<file path="src/rtl/cmos_rgb565_capture.sv">
`default_nettype none
// ============================================================================
// Module   : cmos_rgb565_capture
// Purpose  : DVP camera capture front-end. Pairs RGB565 bytes (high byte
//            first) into pixels, expands them to RGB888, emits a one-cycle
//            clken per pixel, and suppresses the first CMOS_FRAME_WAITCNT
//            frames after reset while the sensor settles.
// Ports    : clk               camera pixel clock (rising edge)
//            rst_n             asynchronous active-low reset
//            cmos_vsync        sensor vsync, active-high frame-start pulse
//            cmos_href         sensor href, high during active line bytes
//            cmos_data[7:0]    sensor byte stream
//            post_frame_vsync  gated vsync, delayed 2 cycles
//            post_frame_href   gated href, delayed 2 cycles
//            post_frame_clken  one-cycle strobe per assembled pixel
//            post_img_red/green/blue[7:0]  expanded colour, held between strobes
//            frame_valid       sticky, high once suppression has ended
// Revision : 1.0 - initial release
// ============================================================================
module cmos_rgb565_capture #(
  parameter int CMOS_FRAME_WAITCNT = 10
) (
  input  logic       clk,
  input  logic       rst_n,
  input  logic       cmos_vsync,
  input  logic       cmos_href,
  input  logic [7:0] cmos_data,
  output logic       post_frame_vsync,
  output logic       post_frame_href,
  output logic       post_frame_clken,
  output logic [7:0] post_img_red,
  output logic [7:0] post_img_green,
  output logic [7:0] post_img_blue,
  output logic       frame_valid
);

  localparam logic [7:0] c_wait_cnt = 8'(CMOS_FRAME_WAITCNT);

  // Stage 0 input registers and vsync edge history
  logic       vsync_r0_q, href_r0_q, vsync_r1_q;
  logic [7:0] data_r0_q;

  // Frame suppression
  logic [7:0] frame_cnt_q, frame_cnt_d;
  logic       frame_valid_q, frame_valid_d;

  // Byte pairing
  logic       byte_flag_q, byte_flag_d;
  logic [7:0] hi_byte_q, hi_byte_d;

  // Output stage
  logic       post_vsync_q, post_vsync_d;
  logic       post_href_q, post_href_d;
  logic       post_clken_q, post_clken_d;
  logic [7:0] red_q, red_d;
  logic [7:0] green_q, green_d;
  logic [7:0] blue_q, blue_d;

  logic        w_vsync_rise;
  logic        w_pixel_strobe;
  logic [15:0] w_pixel;

  assign w_vsync_rise   = vsync_r0_q & ~vsync_r1_q;
  // Second byte of a pair is sitting in the r0 register while byte_flag is 1.
  assign w_pixel_strobe = href_r0_q & byte_flag_q;
  assign w_pixel        = {hi_byte_q, data_r0_q};

  always_comb begin
    frame_cnt_d = frame_cnt_q;
    if (w_vsync_rise && (frame_cnt_q != c_wait_cnt)) begin
      frame_cnt_d = frame_cnt_q + 8'd1;
    end

    // A rise seen while the counter is already saturated starts the first
    // passed frame.
    frame_valid_d = frame_valid_q | (w_vsync_rise & (frame_cnt_q == c_wait_cnt));

    // Any href-low cycle restarts pairing, dropping a dangling odd byte.
    byte_flag_d = href_r0_q ? ~byte_flag_q : 1'b0;
    hi_byte_d   = (href_r0_q && !byte_flag_q) ? data_r0_q : hi_byte_q;

    // Gating uses the next-state valid so that the output registers are
    // consistent with frame_valid in every cycle; the first passed frame
    // therefore keeps its complete vsync pulse.
    post_vsync_d = frame_valid_d & vsync_r0_q;
    post_href_d  = frame_valid_d & href_r0_q;
    post_clken_d = frame_valid_d & w_pixel_strobe;

    red_d   = red_q;
    green_d = green_q;
    blue_d  = blue_q;
    if (!frame_valid_d) begin
      red_d   = 8'h00;
      green_d = 8'h00;
      blue_d  = 8'h00;
    end else if (w_pixel_strobe) begin
      // Replicate the MSBs into the low bits so full-scale maps to 0xFF.
      red_d   = {w_pixel[15:11], w_pixel[15:13]};
      green_d = {w_pixel[10:5],  w_pixel[10:9]};
      blue_d  = {w_pixel[4:0],   w_pixel[4:2]};
    end
  end

  always_ff @(posedge clk or negedge rst_n) begin
    if (!rst_n) begin
      vsync_r0_q    <= 1'b0;
      href_r0_q     <= 1'b0;
      data_r0_q     <= 8'h00;
      vsync_r1_q    <= 1'b0;
      frame_cnt_q   <= 8'h00;
      frame_valid_q <= 1'b0;
      byte_flag_q   <= 1'b0;
      hi_byte_q     <= 8'h00;
      post_vsync_q  <= 1'b0;
      post_href_q   <= 1'b0;
      post_clken_q  <= 1'b0;
      red_q         <= 8'h00;
      green_q       <= 8'h00;
      blue_q        <= 8'h00;
    end else begin
      vsync_r0_q    <= cmos_vsync;
      href_r0_q     <= cmos_href;
      data_r0_q     <= cmos_data;
      vsync_r1_q    <= vsync_r0_q;
      frame_cnt_q   <= frame_cnt_d;
      frame_valid_q <= frame_valid_d;
      byte_flag_q   <= byte_flag_d;
      hi_byte_q     <= hi_byte_d;
      post_vsync_q  <= post_vsync_d;
      post_href_q   <= post_href_d;
      post_clken_q  <= post_clken_d;
      red_q         <= red_d;
      green_q       <= green_d;
      blue_q        <= blue_d;
    end
  end

  assign post_frame_vsync = post_vsync_q;
  assign post_frame_href  = post_href_q;
  assign post_frame_clken = post_clken_q;
  assign post_img_red     = red_q;
  assign post_img_green   = green_q;
  assign post_img_blue    = blue_q;
  assign frame_valid      = frame_valid_q;

endmodule
`default_nettype wire

</file>
<file path="config.mk">
export PLATFORM = sky130hd
export DESIGN_NAME = cmos_rgb565_capture
export DESIGN_NICKNAME = d
export VERILOG_FILES = /design/src/rtl/cmos_rgb565_capture.sv
export SDC_FILE = /design/constraint.sdc
export NUM_CORES = 1
export LEC_CHECK = 0
export CAP_MARGIN = 20
export CORE_MARGIN = 4
export CORE_UTILIZATION = 40
export DETAILED_ROUTE_END_ITERATION = 10
export GPL_ROUTABILITY_DRIVEN = 0
export GPL_TIMING_DRIVEN = 0
export PLACE_DENSITY = 0.66
export SLEW_MARGIN = 40
export SYNTH_ARGS = -nofsm -noshare
export SYNTH_HDL_FRONTEND = slang
export SYNTH_SLANG_ARGS = --single-unit
</file>
<file path="constraint.sdc">
create_clock -name clk -period 4.6 [get_ports clk]
set_input_delay 1.38 -clock clk [delete_from_list [all_inputs] [get_ports clk]]
set_output_delay 1.38 -clock clk [all_outputs]
set_load 0.1 [all_outputs]
</file>
==> qor.csv <==
stage;metric;value;unit
status;status;completed;
power_and_ir_drop;Logic pwr share;35.8;%
setup_path;WS Path Type;register to output port;
job;Max-cap violations;0;
route;Avg WL per Cell;13.4;um
cts;Max Root-Sink Buffers;2;
route;Final ANT Viol Nets;0;
logic_synthesis;register area share after synthesis;63.0;%
setup_path;Crit path largest cell delay;0.41;ns
cts;Clk Latency, worst-skew pair;0.30;ns
logic_synthesis;asr flop ratio synth;100;%
setup_path;Setup crit start kind;register;
worst_hold_path;Hold WC Path Type;register to register;
power_and_ir_drop;sequential share of power;43.4;%
timing;final setup margin;2.03;ns
cts;Post-CTS Setup Bufs;0;
logic_synthesis;cell taking the most area after synthesis;dfrtp_1;
logic_synthesis;top cell type's share of synthesized area;63.0;%
global_routing;initial antenna violation count;0;
power_and_ir_drop;Leak Pwr;1.12;nW
cts;post-CTS sizing;0;
timing;crit path time final;2.57;ns
placed_design;DP Worst Slack;2.34;ns
timing;RSZ-0062 raised after global routing;no;
power_and_ir_drop;Psw;0.000503;W
setup_path;slowest CP cell;buf_2;
logic_synthesis;Synth cell types;28;
timing;Final Hold Violating Endpoints;0;
setup_path;worst path arrival time;1.19;ns
power_and_ir_drop;Clock power frac;20.8;%
floorplan;Initial Util;42.6;%
route;wirelength, routed;3430;um
logic_synthesis;Syn Std Cell Area;1910;um2
timing;setup violators final;0;
placed_design;number of port buffers;39;
timing;Setup Skew;0.00499;ns
logic_synthesis;Syn Inst Count;157;
setup_path;crit path max fanout;3;
global_routing;number of global-route vias before repair;1319;
cells_and_area;# nets final;218;
cells_and_area;share of layout cells above drive strength 1;34.6;%
cts;hold buffer count at CTS;0;
logic_synthesis;yosys warns;0;
timing;Final Max Slew Viols;0;
floorplan;Die H;77.1;um
logic_synthesis;Post-synth top flop;dfrtp_1;
setup_path;crit end category;output port;
global_routing;first-pass GRT wire length;6000;um
logic_synthesis;Seq cells post-synth;48;
route;DRC Markers;0;
setup_path;Largest delay share family, worst path;buffers and inverters;
logic_synthesis;ranking of synthesized cells by area;dfrtp_1 63%, nand2_1 6.9%, mux2_2 4.7%;
route;Via Count;1230;
floorplan;Row Count;24;
floorplan;Core ar.;4470;um2
floorplan;area of the die;5940;um2
power_and_ir_drop;switching portion of total power;41.1;%
timing;Worst slew margin;65.0;%
setup_path;Worst Path Required;3.22;ns
route;starting DRC count in detailed routing;75;
cts;clock sinks;48;
power_and_ir_drop;Worst VDD drop;0.000332;V
setup_path;CP Buf/Inv Count;2;
cts;Worst-path clk slew;0.09;ns
global_routing;GRT Util Overall;12.7;%
cells_and_area;Area Overhead vs Synth;22.3;%
timing;final worst path period share;56.0;%
cts;clk root buf;clkbuf_8;
cts;CTS tree;done;
timing;Max Freq;388;MHz
cts;CTS Buf Count;5;
global_routing;GRT Residual Overflow;0;
cells_and_area;Ant. Diodes;0;
setup_path;r2r setup slk;2.76;ns
route;Pre-antenna DRT Iters;2;
floorplan;Die X;77.1;um
route;via density per instance;4.79;
global_routing;largest net degree at the start of global routing;33;
logic_synthesis;number of flops mapped to enable cells by yosys;0;
power_and_ir_drop;Pint;0.000722;W
timing;TNS Setup;0;ns
cts;CTS H-Tree Depth;2;
setup_path;crit-path cells;buf_4, buf_2;
power_and_ir_drop;Pwr per Cell Area;525;nW/um2
timing;Tightest Pin Transition;0.525;ns
logic_synthesis;Post-Syn Nets;171;
logic_synthesis;Avg Inst Size Synth;12.2;um2
placed_design;post-DP HPWL;2500;um
floorplan;I/O pins;40;
[cells in the mapped netlist, drive strengths merged, types with 2 or more instances]
cell,instances
nor2,3
a21oi,17
o21ai,2
dfrtp,48
mux2,8
inv,6
ha,2
xnor2,6
nand3b,2
nand4,3
clkbuf,2
nor2b,2
nand2,35
buf,11
[final cells by class]
class / instances / area (um2)
fill: 416 / 2140
sequential: 48 / 1200
multi-input combinational: 89 / 569
timing repair buffer: 40 / 268
buffer: 14 / 115
clock buffer: 6 / 82.6
tap: 52 / 65.1
inverter: 6 / 22.5
clock inverter: 2 / 10.0
[layout by cell type (no fill, tap or decap)]
cell,n
mux2i_1,1
o21ai_0,2
buf_2,28
buf_4,10
or2_2,1
dlygate4sd1_1,1
a21oi_1,9
and4b_1,1
xnor2_1,6
clkinv_2,2
nor2_4,1
mux2_2,8
o41a_1,1
nand2_1,35
buf_12,2
dfrtp_1,48
and2b_2,1
ha_1,2
nor2b_1,2
nand4_1,3
clkbuf_8,6
or3_2,1
clkdlybuf4s50_1,10
and2_1,1
or4_4,1
nand3b_1,2
inv_1,6
clkbuf_1,2
a21oi_2,8
buf_6,1
nor2_1,2
or3b_2,1
[kinds of logic (layout without fill, tap and decap cells)]
group	after synthesis	in the layout	share of synthesized area (%)
XOR/XNOR	6	6	2.75
buffers and inverters	20	68	7.21
multiplexers	9	9	5.25
adder cells (fa/ha/maj)	2	2	1.31
flip-flops	48	48	63.0
AND/OR/NAND/NOR	52	52	13.4
AO/OA/AOI/OAI	20	20	7.15
[metal layers]
layer,vias to the layer above,share of wire (%),GRT usage [%]
met5,-,0,0
met3,5,6.3,4.45
met2,33,47,20.7
li1,597,-,-
met4,0,0.90,3.74
met1,595,46,16.0
[power groups by stage]
stage | sequential [W] | clock (W) | combinational, W
floorplan | 0.000692 | 0 | 0.000202
global placement | 0.000538 | 0 | 0.000462
detailed placement | 0.000541 | 0 | 0.000443
CTS | 0.000533 | 0.000262 | 0.000444
global route | 0.000543 | 0.000278 | 0.000468
finish | 0.000532 | 0.000255 | 0.000439
[registers in the layout (all words and copies together), names as in the netlist, 5 cells and up]
name and flops:
post_img_green 6, data_r0_q 8, hi_byte_q 8, frame_cnt_q 8
post_img_blue 5, post_img_red 5
[final timing paths]
path                                                    from                             to  cells after the start
min in group asynchronous                              rst_n     post_frame_clken$_DFF_PN0_                      1
worst max-delay path            post_img_blue[5]$_DFFE_PN0P_               post_img_blue[5]                      2
worst max register to register    frame_cnt_q[5]$_DFFE_PN0P_    post_img_red[4]$_DFFE_PN0P_                      5
worst min register to register          vsync_r0_q$_DFF_PN0_           vsync_r1_q$_DFF_PN0_                      0
worst min-delay path                    vsync_r0_q$_DFF_PN0_           vsync_r1_q$_DFF_PN0_                      0
max in group asynchronous                              rst_n  post_img_green[2]$_DFFE_PN0P_                      2
[through the flow]
step                      power [W]  cell area, um2  hold WS (ns)  cells  utilization [%]
after global routing        0.00129            2330         0.465    257             52.2
after global placement      0.00100            2360         0.438    248             52.8
after floorplan            0.000894            1910         0.401    157                -
after CTS                   0.00124            2330         0.443    257             52.2
after detailed placement   0.000984            2240         0.426    249             50.1
final                       0.00123            2330         0.440    257             52.2
No activity file was read; power rests on OpenSTA's default activity.
